### src/rtl/uart_word_pkg.sv
// Shared frame format and defaults for the single-wire 32-bit word link.
package uart_word_pkg;

  localparam int DATA_W       = 32;
  localparam int CLKS_PER_BIT = 4;

  localparam logic START_LVL = 1'b0;
  localparam logic STOP_LVL  = 1'b1;

  typedef enum logic [1:0] {
    IDLE,
    START,
    DATA,
    STOP
  } state_e;

endpackage

### src/rtl/uart_word_link_if.sv
// Host-side bundle of the loopback link: word request, status, and a wired-AND line tap.
interface uart_word_link_if #(
  parameter int DATA_W = uart_word_pkg::DATA_W
);

  logic              startBit;
  logic [DATA_W-1:0] data_in;
  logic              ext_rx;
  logic              busy;
  logic              tx;
  logic [DATA_W-1:0] data_out;
  logic              dataReady;

  modport master (
    output startBit, data_in, ext_rx,
    input  busy, tx, data_out, dataReady
  );

  modport slave (
    input  startBit, data_in, ext_rx,
    output busy, tx, data_out, dataReady
  );

endinterface

### src/rtl/bit_timer.sv
// Per-bit down-counter; flags the mid-bit and last cycle of each serial bit while running.
module bit_timer #(
  parameter int CLKS_PER_BIT = 4
) (
  input  logic clk,
  input  logic reset,
  input  logic run,
  output logic mid,
  output logic done
);

  localparam int CW = (CLKS_PER_BIT > 2) ? $clog2(CLKS_PER_BIT) : 1;
  localparam logic [CW-1:0] LOAD    = CW'(CLKS_PER_BIT - 1);
  localparam logic [CW-1:0] MID_CNT = CW'(CLKS_PER_BIT / 2);

  logic [CW-1:0] cnt_q, cnt_d;

  assign done = run && (cnt_q == '0);
  assign mid  = run && (cnt_q == MID_CNT);

  // Held at LOAD while stopped so the first running cycle starts a full bit.
  always_comb begin
    cnt_d = cnt_q - CW'(1);
    if (!run || done) begin
      cnt_d = LOAD;
    end
  end

  always_ff @(posedge clk or negedge reset) begin
    if (!reset) begin
      cnt_q <= LOAD;
    end else begin
      cnt_q <= cnt_d;
    end
  end

endmodule

### src/rtl/receiver.sv
// Recovers one word per frame from the serial line, sampling each bit at mid-bit.
//   state | meaning
//   IDLE  | waiting for a synchronised low
//   START | confirming the start bit at mid-bit, glitches fall back to IDLE
//   DATA  | sampling data bits, LSB first
//   STOP  | checking the stop level; good frames load data_out and pulse dataReady
module receiver
  import uart_word_pkg::*;
#(
  parameter int DATA_W       = uart_word_pkg::DATA_W,
  parameter int CLKS_PER_BIT = uart_word_pkg::CLKS_PER_BIT
) (
  input  logic              clk,
  input  logic              reset,
  input  logic              rx,
  output logic [DATA_W-1:0] data_out,
  output logic              dataReady
);

  localparam int BW = (DATA_W > 2) ? $clog2(DATA_W) : 1;
  localparam logic [BW-1:0] LAST_BIT = BW'(DATA_W - 1);

  state_e            state_q, state_d;
  logic              rx_s1_q, rx_s2_q;
  logic [DATA_W-1:0] shreg_q, shreg_d;
  logic [BW-1:0]     bit_cnt_q, bit_cnt_d;
  logic [DATA_W-1:0] dout_q, dout_d;
  logic              rdy_q, rdy_d;
  logic              bit_mid, bit_done;

  bit_timer #(.CLKS_PER_BIT(CLKS_PER_BIT)) u_timer (
    .clk   (clk),
    .reset (reset),
    .run   (state_q != IDLE),
    .mid   (bit_mid),
    .done  (bit_done)
  );

  assign data_out  = dout_q;
  assign dataReady = rdy_q;

  always_comb begin
    state_d   = state_q;
    shreg_d   = shreg_q;
    bit_cnt_d = bit_cnt_q;
    dout_d    = dout_q;
    rdy_d     = 1'b0;
    case (state_q)
      IDLE: begin
        if (rx_s2_q == START_LVL) begin
          state_d = START;
        end
      end
      START: begin
        if (bit_mid && (rx_s2_q != START_LVL)) begin
          state_d = IDLE;
        end else if (bit_done) begin
          state_d   = DATA;
          bit_cnt_d = '0;
        end
      end
      DATA: begin
        if (bit_mid) begin
          shreg_d = {rx_s2_q, shreg_q[DATA_W-1:1]};
        end
        if (bit_done) begin
          if (bit_cnt_q == LAST_BIT) begin
            state_d = STOP;
          end else begin
            bit_cnt_d = bit_cnt_q + BW'(1);
          end
        end
      end
      STOP: begin
        // Leave at mid-bit so a back-to-back start edge is not missed.
        if (bit_mid) begin
          state_d = IDLE;
          if (rx_s2_q == STOP_LVL) begin
            dout_d = shreg_q;
            rdy_d  = 1'b1;
          end
        end
      end
      default: state_d = IDLE;
    endcase
  end

  always_ff @(posedge clk or negedge reset) begin
    if (!reset) begin
      state_q   <= IDLE;
      rx_s1_q   <= STOP_LVL;
      rx_s2_q   <= STOP_LVL;
      shreg_q   <= '0;
      bit_cnt_q <= '0;
      dout_q    <= '0;
      rdy_q     <= 1'b0;
    end else begin
      state_q   <= state_d;
      rx_s1_q   <= rx;
      rx_s2_q   <= rx_s1_q;
      shreg_q   <= shreg_d;
      bit_cnt_q <= bit_cnt_d;
      dout_q    <= dout_d;
      rdy_q     <= rdy_d;
    end
  end

endmodule

### src/rtl/transmitter.sv
// Serialises one word per frame: start bit, DATA_W bits LSB first, stop bit.
//   state | meaning
//   IDLE  | line high, waiting for startBit
//   START | driving the start bit
//   DATA  | shifting out data bits, LSB first
//   STOP  | driving the stop bit, busy drops at its end
module transmitter
  import uart_word_pkg::*;
#(
  parameter int DATA_W       = uart_word_pkg::DATA_W,
  parameter int CLKS_PER_BIT = uart_word_pkg::CLKS_PER_BIT
) (
  input  logic              clk,
  input  logic              reset,
  input  logic              startBit,
  input  logic [DATA_W-1:0] data_in,
  output logic              busy,
  output logic              tx
);

  localparam int BW = (DATA_W > 2) ? $clog2(DATA_W) : 1;
  localparam logic [BW-1:0] LAST_BIT = BW'(DATA_W - 1);

  state_e            state_q, state_d;
  logic [DATA_W-1:0] shreg_q, shreg_d;
  logic [BW-1:0]     bit_cnt_q, bit_cnt_d;
  logic              tx_q, tx_d;
  logic              busy_q, busy_d;
  logic              bit_done;
  logic              unused_mid;

  bit_timer #(.CLKS_PER_BIT(CLKS_PER_BIT)) u_timer (
    .clk   (clk),
    .reset (reset),
    .run   (state_q != IDLE),
    .mid   (unused_mid),
    .done  (bit_done)
  );

  assign tx   = tx_q;
  assign busy = busy_q;

  always_comb begin
    state_d   = state_q;
    shreg_d   = shreg_q;
    bit_cnt_d = bit_cnt_q;
    tx_d      = tx_q;
    busy_d    = busy_q;
    case (state_q)
      IDLE: begin
        if (startBit) begin
          state_d   = START;
          shreg_d   = data_in;
          bit_cnt_d = '0;
          tx_d      = START_LVL;
          busy_d    = 1'b1;
        end
      end
      START: begin
        if (bit_done) begin
          state_d = DATA;
          tx_d    = shreg_q[0];
        end
      end
      DATA: begin
        if (bit_done) begin
          if (bit_cnt_q == LAST_BIT) begin
            state_d = STOP;
            tx_d    = STOP_LVL;
          end else begin
            bit_cnt_d = bit_cnt_q + BW'(1);
            shreg_d   = shreg_q >> 1;
            tx_d      = shreg_q[1];
          end
        end
      end
      STOP: begin
        if (bit_done) begin
          state_d = IDLE;
          busy_d  = 1'b0;
        end
      end
      default: state_d = IDLE;
    endcase
  end

  always_ff @(posedge clk or negedge reset) begin
    if (!reset) begin
      state_q   <= IDLE;
      shreg_q   <= '0;
      bit_cnt_q <= '0;
      tx_q      <= STOP_LVL;
      busy_q    <= 1'b0;
    end else begin
      state_q   <= state_d;
      shreg_q   <= shreg_d;
      bit_cnt_q <= bit_cnt_d;
      tx_q      <= tx_d;
      busy_q    <= busy_d;
    end
  end

endmodule

### src/rtl/uart_word_link.sv
// Loopback wrapper: tx feeds rx through a wired-AND with an external line tap.
module uart_word_link #(
  parameter int DATA_W       = uart_word_pkg::DATA_W,
  parameter int CLKS_PER_BIT = uart_word_pkg::CLKS_PER_BIT
) (
  input  logic             clk,
  input  logic             reset,
  uart_word_link_if.slave  link
);

  logic tx_line;
  logic rx_line;

  // ext_rx idles high, so it only disturbs the line when pulled low.
  assign rx_line = tx_line & link.ext_rx;
  assign link.tx = tx_line;

  transmitter #(.DATA_W(DATA_W), .CLKS_PER_BIT(CLKS_PER_BIT)) u_tx (
    .clk      (clk),
    .reset    (reset),
    .startBit (link.startBit),
    .data_in  (link.data_in),
    .busy     (link.busy),
    .tx       (tx_line)
  );

  receiver #(.DATA_W(DATA_W), .CLKS_PER_BIT(CLKS_PER_BIT)) u_rx (
    .clk       (clk),
    .reset     (reset),
    .rx        (rx_line),
    .data_out  (link.data_out),
    .dataReady (link.dataReady)
  );

endmodule

### src/flat_wrapper.sv
// flat-port wrapper written by rule: the top's interface ports become plain ports
module uart_word_link_flat 
#(
  parameter int DATA_W       = uart_word_pkg::DATA_W,
  parameter int CLKS_PER_BIT = uart_word_pkg::CLKS_PER_BIT
)
  (clk, reset, link_startBit, link_data_in, link_ext_rx, link_busy, link_tx, link_data_out, link_dataReady);
  uart_word_link_if #(.DATA_W(DATA_W)) link_i ();
  input  logic clk;
  input  logic reset;
  input wire logic [$bits(link_i.startBit)-1:0] link_startBit;
  input wire logic [$bits(link_i.data_in)-1:0] link_data_in;
  input wire logic [$bits(link_i.ext_rx)-1:0] link_ext_rx;
  output wire logic [$bits(link_i.busy)-1:0] link_busy;
  output wire logic [$bits(link_i.tx)-1:0] link_tx;
  output wire logic [$bits(link_i.data_out)-1:0] link_data_out;
  output wire logic [$bits(link_i.dataReady)-1:0] link_dataReady;
  assign link_i.startBit = link_startBit;
  assign link_i.data_in = link_data_in;
  assign link_i.ext_rx = link_ext_rx;
  assign link_busy = link_i.busy;
  assign link_tx = link_i.tx;
  assign link_data_out = link_i.data_out;
  assign link_dataReady = link_i.dataReady;
  uart_word_link #(.DATA_W(DATA_W), .CLKS_PER_BIT(CLKS_PER_BIT)) u_core (.clk(clk), .reset(reset), .link(link_i));
endmodule
### config.mk
export PLATFORM = sky130hd
export DESIGN_NAME = uart_word_link_flat
export DESIGN_NICKNAME = d
export VERILOG_FILES = /design/src/rtl/uart_word_pkg.sv /design/src/rtl/uart_word_link_if.sv /design/src/rtl/bit_timer.sv /design/src/rtl/receiver.sv /design/src/rtl/transmitter.sv /design/src/rtl/uart_word_link.sv /design/src/flat_wrapper.sv
export SDC_FILE = /design/constraint.sdc
export NUM_CORES = 1
export LEC_CHECK = 0
export CAP_MARGIN = 5
export CORE_ASPECT_RATIO = 1.25
export CORE_UTILIZATION = 25
export CTS_CLUSTER_DIAMETER = 150
export DETAILED_ROUTE_END_ITERATION = 16
export PLACE_DENSITY = 0.43
export SETUP_SLACK_MARGIN = 0.3
export SLEW_MARGIN = 5
export SYNTH_ARGS = -nofsm -noshare
export SYNTH_HDL_FRONTEND = slang
export SYNTH_SLANG_ARGS = --single-unit
export TNS_END_PERCENT = 20
### constraint.sdc
create_clock -name clk -period 2.7 [get_ports clk]
set_clock_uncertainty 0.05 [all_clocks]
set_input_delay 0.27 -clock clk [delete_from_list [all_inputs] [get_ports clk]]
set_output_delay 0.27 -clock clk [all_outputs]
set_load 0.02 [all_outputs]
==> run summary, run 1 <==
Adder-Cell Fraction of Synth Area = 2.71%
hold path endpoint = u_core.u_rx.rx_s2_q
post-synth top area share = 55.1%
Rows = 57
syn nets = 505
Fin. Hold Viols = 0
first drt pass iteration count = 4
FF+latch count, synth = 119
worst-case reg-to-reg path depth = 7
Worst R2R Setup Slack = 620 ps
vias in the first global route = 3608
Syn Area/Cell = 11.1 um^2
EDFF count, synth = 0
Comb power frac = 2.2%
Seq/Total Area, Yosys = 58.7%
via-per-instance ratio = 4.22
Compound-Gate Fraction of Synth Area = 5.93%
ANT cells = 0
share of cells above drive strength 1 = 15.4%
Worst VDD drop = 386 uV
synthesized cell area = 5080 um^2
RePlAce Congestion = 0.724
Final ANT Viol Nets = 0
Clock Path Buffers = 2
Worst-Margin Slew = 641 ps
Commonest cells post-synth = nand2_1 (138), dfrtp_1 (112), mux2_2 (34), mux2i_1 (34), o21ai_1 (32)
Synth area leader = dfrtp_1
Internal = 3.47 mW
CTS Buf Count = 17
DRT iter0 DRCs = 91
Initial Util = 25.8%
Fmax = 480 MHz
Clock Power Share = 56.1%
Clock transition at path regs = 50 ps
CTS tree = built
fin. max-slew vios = 0
ranking of synthesized cells by area = dfrtp_1 (55%), nand2_1 (10%), mux2_2 (7.5%), mux2i_1 (6.7%), dfstp_2 (3.6%)
Sw Pwr = 0.818 mW
clock sinks = 119
die height = 161 um
element type at the critical path end = flip-flop
Post-Layout Cell Count = 810
worst hold path startpoint = u_core.u_rx.rx_s1_q
CP cell instances = inv_1 -> ha_2 -> and3b_1 -> nor2_4 -> buf_12 -> nand2_1 -> o21ai_1
status = completed
first-pass GRT wire length = 17.4 mm
Synth async-reset ratio = 100%
core area = 19700 um^2
Slowest Stage Delay on Critical Path = 460 ps
Leakage = 3.38 nW
dpl cells = 778
max_slew headroom = 57.3%
type of origin of the critical path = flip-flop
Worst Hold Depth = 0
HPWL after detailed placement = 6.79 mm
sw frac = 19.1%
Clock Latency Late Sink = 410 ps
Synth Area in XOR/XNOR = 0.172%
Min-Delay Path Class = reg -> reg
Post-Route WL = 10.1 mm
final setup fails = 0
IO Count = 71
Worst Path Buf+Inv = 2
largest family of logic cells by synthesized area = multiplexers
pwr/cell area = 638 nW/um^2
largest net degree at the start of global routing = 47
setup TNS = 0 ps
post-synth cell types = 36
instance count on the critical path = 7
# nets final = 581
max-cap violations = 0
post-CTS setup repair buffer count = 0
worst r2r src = u_core.u_tx.state_q[0]
Worst Path Required = 2980 ps
Final Cycle Share = 77.2%
gr ovfl total = 0
GRT Util Overall = 10.7%
Root Driver = clkbuf_16
worst-path fanout max = 26
kind of critical path = reg -> reg
initial antenna violation count = 0
most frequent cell after synthesis = nand2_1
YS warnings = 0
Sequential Power Share = 41.7%
Area Overhead vs Synth = 32.0%
Post-Place Worst Slack = 443 ps
min Tclk post-route = 2080 ps
vias = 3421
chip width = 130 um
Synth Instances = 458
Die ar. = 20900 um^2
count of input and output buffers = 70
multiplexer share of the synthesized area = 14.2%
PnR worst setup slack = 616 ps
RR Endpoint = u_core.u_tx.shreg_q[14]
Synth Area in Simple Gates = 14.1%
H-tree lvl count = 4
Finished Core Util = 34.1%
ys flop type = dfrtp_1
wire per inst = 12.5 um
Crit-path slowest cell = ha_2
Data arrival, critical path = 2360 ps
RSZ-0062 raised after global routing = no
Crit path max-delay family = simple AND/OR/NAND/NOR gates
Residual DRC = 0
==> how the worst max path moves through the flow <==
stage / end / from / slack, ps
floorplan: u_core.u_tx.bit_cnt_q[0] / u_core.u_tx.bit_cnt_q[0] / 800
global placement: u_core.u_tx.shreg_q[21] / u_core.u_tx.state_q[0] / 530
detailed placement: u_core.u_tx.shreg_q[14] / u_core.u_tx.state_q[0] / 440
CTS: u_core.u_tx.shreg_q[14] / u_core.u_tx.state_q[0] / 420
global route: u_core.u_tx.shreg_q[12] / u_core.u_tx.state_q[0] / 380
finish: u_core.u_tx.shreg_q[14] / u_core.u_tx.state_q[0] / 620
==> cell usage in the layout (no fill, tap or decap), types with 4 or more instances in the layout <==
cell,instances
o21ai_1,32
a21oi_1,5
dfstp_2,7
buf_12,4
dfrtp_1,112
mux2i_1,34
mux2_2,34
nor3_1,4
a22o_1,5
inv_1,13
clkbuf_8,4
buf_4,4
ha_1,10
clkdlybuf4s50_1,69
clkbuf_16,17
nor2_1,10
bufinv_16,4
nand2_1,138
==> power by group through the flow <==
stage | registers [mW] | clock network, mW | logic [mW]
floorplan | 1.82 | 0 | 0.00154
global placement | 1.82 | 0 | 0.0994
detailed placement | 1.82 | 0 | 0.0996
CTS | 1.79 | 2.47 | 0.101
global route | 1.78 | 2.56 | 0.107
finish | 1.79 | 2.40 | 0.0959
==> metal layers <==
metal,wire length (um),part of all wire [%],vias up,GRT usage [%]
li1,-,-,1679,-
met1,4490,44,1656,12.5
met2,5000,49,70,18.1
met3,425,4.2,16,3.05
met4,213,2.1,0,4.92
met5,0,0,-,0
==> through the flow <==
step	power (mW)	instance area, um^2	hold slack [ps]
floorplan	1.82	5080	-75.6
global placement	1.92	6060	288
detailed placement	1.92	6060	294
CTS	4.35	6700	309
global route	4.45	6710	309
finish	4.28	6710	306
==> cells by family after synthesis <==
logic type	Yosys count
xor gates and xnor gates	1
buffers and inverters	35
and+or+nand+nor	172
muxes	68
adders and majority gates	11
AOI/OAI and AO/OA	52
DFF	119
==> what timing repair did <==
| item | 4_1_cts | 5_1_grt |
|---|---|---|
| endpoints found under the setup margin | 0 | 23 |
| gates resized for setup | 0 | 0 |
| hold buffers | 1 | 0 |
| endpoints found under the hold margin | 43 | 0 |
==> cell type report <==
type / instances / area, um^2
flip-flops and latches: 119 / 2990
clock inverters: 8 / 145
multi-input cells: 305 / 1900
fillers: 2034 / 13000
well taps: 265 / 332
inverters: 13 / 48.8
repair buffers: 78 / 811
clock buffers: 22 / 484
==> registers in the layout (all words and copies together) (netlist names), named ones only <==
| signal | count |
|---|---|
| u_core.u_rx.u_timer.cnt_q | 2 |
| u_core.u_tx.state_q | 2 |
| u_core.u_rx.rx_s1_q | 1 |
| u_core.u_rx.rx_s2_q | 1 |
| u_core.u_rx.state_q | 1 |
| u_core.u_tx.tx | 1 |
| u_core.u_rx.bit_cnt_q | 5 |
| u_core.u_rx.dataReady | 1 |
| u_core.u_tx.u_timer.cnt_q | 2 |
| u_core.u_tx.shreg_q | 32 |
| u_core.u_rx.shreg_q | 32 |
| u_core.u_tx.busy | 1 |
| u_core.u_rx.data_out | 32 |
| u_core.u_tx.bit_cnt_q | 5 |
No activity file was read; power rests on OpenSTA's default activity.
==> inputs of run 2 (changes only) <==
Settings changed: PLACE_DENSITY 0.43 to 0.44.
Clock period 2.7 ns to 1.7 ns, I/O delays scaled along.
==> run 2 against run 1 <==
  * The flow now finishes with violations (negative setup slack)
  * Sequential power rose by 58%
  * Largest power group unchanged
  * Sequential share of layout area fell by 2.6 points
  * Via count rose by 5.6%
==> run summary, run 2 (synthesized netlist as in run 1, its figures left out) <==
Initial Util = 25.8% (unchanged)
hold slack = 154 ps (-152 ps)
instance count on the critical path = 8 (+1)
# nets final = 608 (+4.6%)
max-cap violations = 0 (unchanged)
min Tclk post-route = 1850 ps (-232 ps)
PnR worst setup slack = -152 ps (-768 ps)
Worst-Margin Slew = 333 ps (-308 ps)
Worst VDD drop = 611 uV (+58%)
largest net degree at the start of global routing = 58 (+23%)
DRT iter0 DRCs = 170 (+87%)
element type at the critical path end = flip-flop
first-pass GRT wire length = 18.1 mm (+4.2%)
Residual DRC = 0 (unchanged)
final setup fails = 38 (+38)
type of origin of the critical path = flip-flop
count of input and output buffers = 70 (unchanged)
clock sinks = 119 (unchanged)
RR Endpoint = u_core.u_tx.shreg_q[2]
max_slew headroom = 77.8% (+21 points)
Post-Route WL = 11.0 mm (+8.6%)
crit path launch = u_core.u_tx.bit_cnt_q[1]
core area = 19700 um^2 (unchanged)
RSZ-0062 raised after global routing = yes
chip width = 130 um (unchanged)
worst-path fanout max = 24 (-7.7%)
Worst R2R Setup Slack = -150 ps (-770 ps)
die height = 161 um (unchanged)
CTS Buf Count = 17 (unchanged)
first drt pass iteration count = 4 (unchanged)
HPWL after detailed placement = 7.12 mm (+4.9%)
Rows = 57 (unchanged)
post-CTS setup repair buffer count = 0 (unchanged)
pwr/cell area = 953 nW/um^2 (+49%)
Clock Latency Late Sink = 410 ps (about the same)
Fin. Hold Viols = 0 (unchanged)
Final ANT Viol Nets = 0 (unchanged)
Fmax = 540 MHz (+13%)
Crit path max-delay family = simple AND/OR/NAND/NOR gates
failing checks = negative setup slack
setup TNS = -4080 ps (-4080 ps)
Worst Path Required = 1950 ps (-1030 ps)
status = complete, but fails checks
commonest non-fill, non-tap cells in the layout = nand2_1 (130), dfrtp_1 (112), mux2i_1 (34), clkdlybuf4s50_1 (34), dlygate4sd2_1 (32)
worst-case reg-to-reg path depth = 8 (+1)
gr ovfl total = 0 (unchanged)
RePlAce Congestion = 0.712 (-1.6%)
CP cell instances = ha_2 -> and3_4 -> ha_4 -> and4bb_4 -> nor2_4 -> clkbuf_16 -> nand2_1 -> o21ai_1
Clock Path Buffers = 2 (unchanged)
commonest non-fill, non-tap cell in the layout = nand2_1
Leakage = 3.72 nW (+10%)
Data arrival, critical path = 2100 ps (-260 ps)
Crit-path slowest cell = dfrtp_1
vias = 3614 (+5.6%)
via-per-instance ratio = 4.31 (+2.0%)
fin. max-slew vios = 0 (unchanged)
Clock transition at path regs = 60 ps (about the same)
placed cell area = 6330 um^2 (+4.4%)
Area Overhead vs Synth = 40.1%
initial antenna violation count = 0 (unchanged)
Die ar. = 20900 um^2 (unchanged)
wire per inst = 13.1 um (+4.8%)
post-route design area = 7120 um^2 (+6.1%)
kind of critical path = reg -> reg
Root Driver = clkbuf_16
worst r2r src = u_core.u_tx.bit_cnt_q[1]
Slowest Stage Delay on Critical Path = 380 ps (-80 ps)
Min-Delay Path Class = in -> async
ANT cells = 0 (unchanged)
CP endpoint = u_core.u_tx.shreg_q[2]
H-tree lvl count = 4 (unchanged)
IO Count = 71 (unchanged)
GRT Util Overall = 11.1% (+0.39 points)
share of cells above drive strength 1 = 25.1% (+9.7 points)
Final Cycle Share = 109% (+32 points)
Worst Path Buf+Inv = 1 (-1)
Post-Place Worst Slack = -116 ps (-559 ps)
vias in the first global route = 3731 (+3.4%)
CTS tree = built
[run 2: cell types whose count changed in the layout (fill, tap and decap cells not counted), sizes merged]
cell           before  now
bufinv              4    3
dlygate4sd2         0   32
inv                13   19
buf                 8   33
clkbuf             22   21
clkdlybuf4s50      69   34
clkdlybuf4s15       0    2
clkinv              2    3
[run 2: report_power, final]
part	total [mW]	internal [mW]	switching (mW)	leakage (nW)
Sequential	2.83	2.83	0	1.60
Clock	3.79	2.38	1.41	0.300
Combinational	0.155	0.0827	0.0720	1.83
Total	6.78	5.30	1.48	3.72
[run 2: how the worst min path moves through the flow]
stage                                     to  cells past startpoint  slack (ps)  startpoint
global placement    u_core.u_rx.data_out[25]                      1          40       reset
floorplan                          async pin                      0        -180       reset
finish              u_core.u_rx.data_out[13]                      2         150       reset
detailed placement  u_core.u_rx.data_out[26]                      1          40       reset
CTS                 u_core.u_rx.data_out[14]                      2         140       reset
global route        u_core.u_rx.data_out[13]                      2         180       reset
[run 2: area by class of cell]
cell class              count  area [um^2]
well taps                 265          332
clock buffers              18          439
clock inverters            14          186
multi-input cells         305         2060
fillers                  2022        12600
flip-flops and latches    119         2990
inverters                  13         48.8
repair buffers            105         1070
[run 2: worst reg2reg max path: cells and delay by family, from the launching register on]
family                     cells  cell delay (ps)
AOI/OAI and AO/OA              1               50
adders and majority gates      2              340
buffers and inverters          1              210
DFF                            1              380
and+or+nand+nor                4              700
[run 2: through the flow]
| stage | power [mW] | utilization (%) | instances |
|---|---|---|---|
| after detailed placement | 3.04 | 32.2 | 801 |
| after CTS | 6.91 | 35.2 | 834 |
| after floorplan | 2.89 | - | 458 |
| after global routing | 7.01 | 36.2 | 839 |
| final | 6.78 | 36.2 | 839 |
| after global placement | 3.04 | 32.2 | 801 |
[run 2: layer usage]
metal,wire [um],track usage [%],vias to the layer above
met5,0,0,-
met4,207,5.34,0
met3,401,3.01,18
met2,5610,18.4,70
met1,4780,13.3,1782
li1,-,-,1744
[run 2: repair_timing]
action                                  CTS  global route
hold buffers                              1             0
resized for setup                        43            30
endpoints found under the hold margin   112             0
gates cloned                              0             5
endpoints found under the setup margin  146           114
pin swaps                                 5             8
==> inputs of run 3 (changes only) <==
Settings changed: GPL_ROUTABILITY_DRIVEN set to 1, PLACE_DENSITY 0.44 to 0.43.
Clock period 1.7 ns to 1.8 ns, I/O delays scaled along.
==> run 3 against run 2 <==
  * Sequential share of layout area decreased by 2.1 points
  * Non-clock buffer count is 2 higher
  * The flow still finishes with violations (negative setup slack)
  * Largest power group unchanged
  * Critical path depth is 1 lower
  * Wire length is 5.0% higher
  * Hold slack worse by 4.9 ps
  * Register-to-register slack gained 90 ps
  * First-iteration DRC count is 42% lower
  * Cell count increased by 0.24%
  * Total power decreased by 10%
  * Sequential cell count unchanged
  * Clock power down 14%
  * Fmax is 0.32% lower
==> run summary, run 3 (synthesized netlist as in run 1, its figures left out) <==
vias = 3615 (+0.028%)
Fin. Hold Viols = 0 (unchanged)
Crit path max-delay family = simple AND/OR/NAND/NOR gates
Worst Path Required = 2050 ps (+100 ps)
# nets final = 610 (+0.33%)
Root Driver = clkbuf_16
vias in the first global route = 3752 (+0.56%)
hold slack = 150 ps (-4.93 ps)
Worst Path Buf+Inv = 1 (unchanged)
Area Overhead vs Synth = 47.4%
Worst VDD drop = 584 uV (-4.5%)
setup TNS = -347 ps (+3740 ps)
worst-path fanout max = 7 (-71%)
worst-case reg-to-reg path depth = 7 (-1)
H-tree lvl count = 4 (unchanged)
Initial Util = 25.8% (unchanged)
element type at the critical path end = flip-flop
wire per inst = 13.7 um (+4.8%)
min Tclk post-route = 1860 ps (+6.01 ps)
CTS tree = built
commonest non-fill, non-tap cells in the layout = dfrtp_1 (112), nand2_1 (79), nand2_2 (41)
dpl cells = 797 (-0.50%)
max-cap violations = 0 (unchanged)
Data arrival, critical path = 2110 ps (about the same)
share of cells above drive strength 1 = 35.1% (+10 points)
final setup fails = 21 (-45%)
Rows = 57 (unchanged)
Fmax = 538 MHz (-0.32%)
Min-Delay Path Class = in -> async
RR Endpoint = u_core.u_tx.shreg_q[31]
commonest non-fill, non-tap cell in the layout = dfrtp_1
status = complete, but fails checks
kind of critical path = reg -> reg
multi-input combinational cell area = 2440 um^2 (+18%)
RSZ-0062 raised after global routing = yes
Final ANT Viol Nets = 0 (unchanged)
failing checks = negative setup slack
via-per-instance ratio = 4.30 (-0.21%)
initial antenna violation count = 0 (unchanged)
Clock Latency Late Sink = 410 ps (about the same)
clock sinks = 119 (unchanged)
worst r2r src = u_core.u_tx.bit_cnt_q[1]
gr ovfl total = 0 (unchanged)
crit path launch = u_core.u_tx.bit_cnt_q[1]
HPWL after detailed placement = 7.17 mm (+0.81%)
Clock transition at path regs = 60 ps (about the same)
placed cell area = 6300 um^2 (-0.47%)
Clock Path Buffers = 2 (unchanged)
post-route design area = 7490 um^2 (+5.2%)
largest net degree at the start of global routing = 49 (-16%)
Worst R2R Setup Slack = -60 ps (+90 ps)
fillcell total = 1954 (-3.4%)
CTS Buf Count = 17 (unchanged)
Crit-path slowest cell = dfrtp_1
core area = 19700 um^2 (unchanged)
PnR worst setup slack = -58.2 ps (+94.0 ps)
instance count on the critical path = 7 (-1)
Slowest Stage Delay on Critical Path = 390 ps (about the same)
chip width = 130 um (unchanged)
IO Count = 71 (unchanged)
Post-Route WL = 11.5 mm (+5.0%)
type of origin of the critical path = flip-flop
Residual DRC = 0 (unchanged)
ANT cells = 0 (unchanged)
max_slew headroom = 76.7% (-1.1 points)
GRT Util Overall = 11.6% (+0.43 points)
first-pass GRT wire length = 18.9 mm (+4.1%)
CP cell instances = ha_2 -> and3_4 -> ha_4 -> and4bb_4 -> nor2_4 -> buf_6 -> a22o_1
Post-Layout Cell Count = 841 (+0.24%)
RePlAce Congestion = 0.721 (+1.3%)
Leakage = 4.17 nW (+12%)
Final Cycle Share = 103% (-5.7 points)
Finished Core Util = 38.1% (+1.9 points)
die height = 161 um (unchanged)
fin. max-slew vios = 0 (unchanged)
Die ar. = 20900 um^2 (unchanged)
FF+latch area = 2990 um^2 (unchanged)
DRT iter0 DRCs = 99 (-42%)
pwr/cell area = 812 nW/um^2 (-15%)
first drt pass iteration count = 4 (unchanged)
count of input and output buffers = 70 (unchanged)
Worst-Margin Slew = 348 ps (+15.2 ps)
## run 3: changes by cell type in the layout (fill, tap and decap cells not counted), moves of 4 or more
cell / change
nand2_1: -51
mux2_2: -31
nand2_2: +37
buf_6: +4
nand2_4: +14
mux2_4: +31
## run 3: routing by layer
| metal | wire (um) | track usage, % | part of all wire (%) | vias up |
|---|---|---|---|---|
| li1 | - | - | - | 1749 |
| met1 | 5180 | 13.9 | 45 | 1775 |
| met2 | 5720 | 19.2 | 50 | 70 |
| met3 | 413 | 3.01 | 3.6 | 21 |
| met4 | 234 | 5.34 | 2.0 | 0 |
| met5 | 0 | 0 | 0 | - |
## run 3: worst max path at each step
stage | to | slack [ps]
floorplan | u_core.u_tx.bit_cnt_q[0] | -40
global placement | u_core.u_rx.bit_cnt_q[2] | -0.3
detailed placement | u_core.u_tx.shreg_q[22] | -10
CTS | u_core.u_tx.shreg_q[31] | -20
global route | u_core.u_tx.shreg_q[31] | -100
finish | u_core.u_tx.shreg_q[31] | -60
## run 3: layout make-up
type	instances	area share, %
multi-input combinational	305	32.5
clock buffer	19	6.04
tap	265	4.42
inverter	13	0.651
sequential	119	39.9
timing repair buffer	107	14.9
clock inverter	13	1.64
## run 3: report_power, final
part / internal [mW] / leakage [nW] / switching [mW] / total, mW
combinational: 0.0794 / 2.29 / 0.0682 / 0.148
clock: 1.99 / 0.284 / 1.28 / 3.26
sequential: 2.68 / 1.60 / 0 / 2.68
total: 4.74 / 4.17 / 1.35 / 6.09
## run 3: repair_timing
action | CTS | global route
hold buffers | 1 | 0
gates resized for setup | 69 | 115
buffers inserted | 3 | 3
setup endpoints to repair | 145 | 109
pin swaps | 8 | 58
endpoints found under the hold margin | 112 | 0
cloned | 0 | 5
## run 3: through the flow
step,setup slack (ps),power (mW)
2_1_floorplan,-40.2,2.73
3_3_place_gp,-0.346,2.88
3_5_place_dp,-14.6,2.88
4_1_cts,-24.1,6.21
5_1_grt,-96.8,6.33
6_report,-58.2,6.09
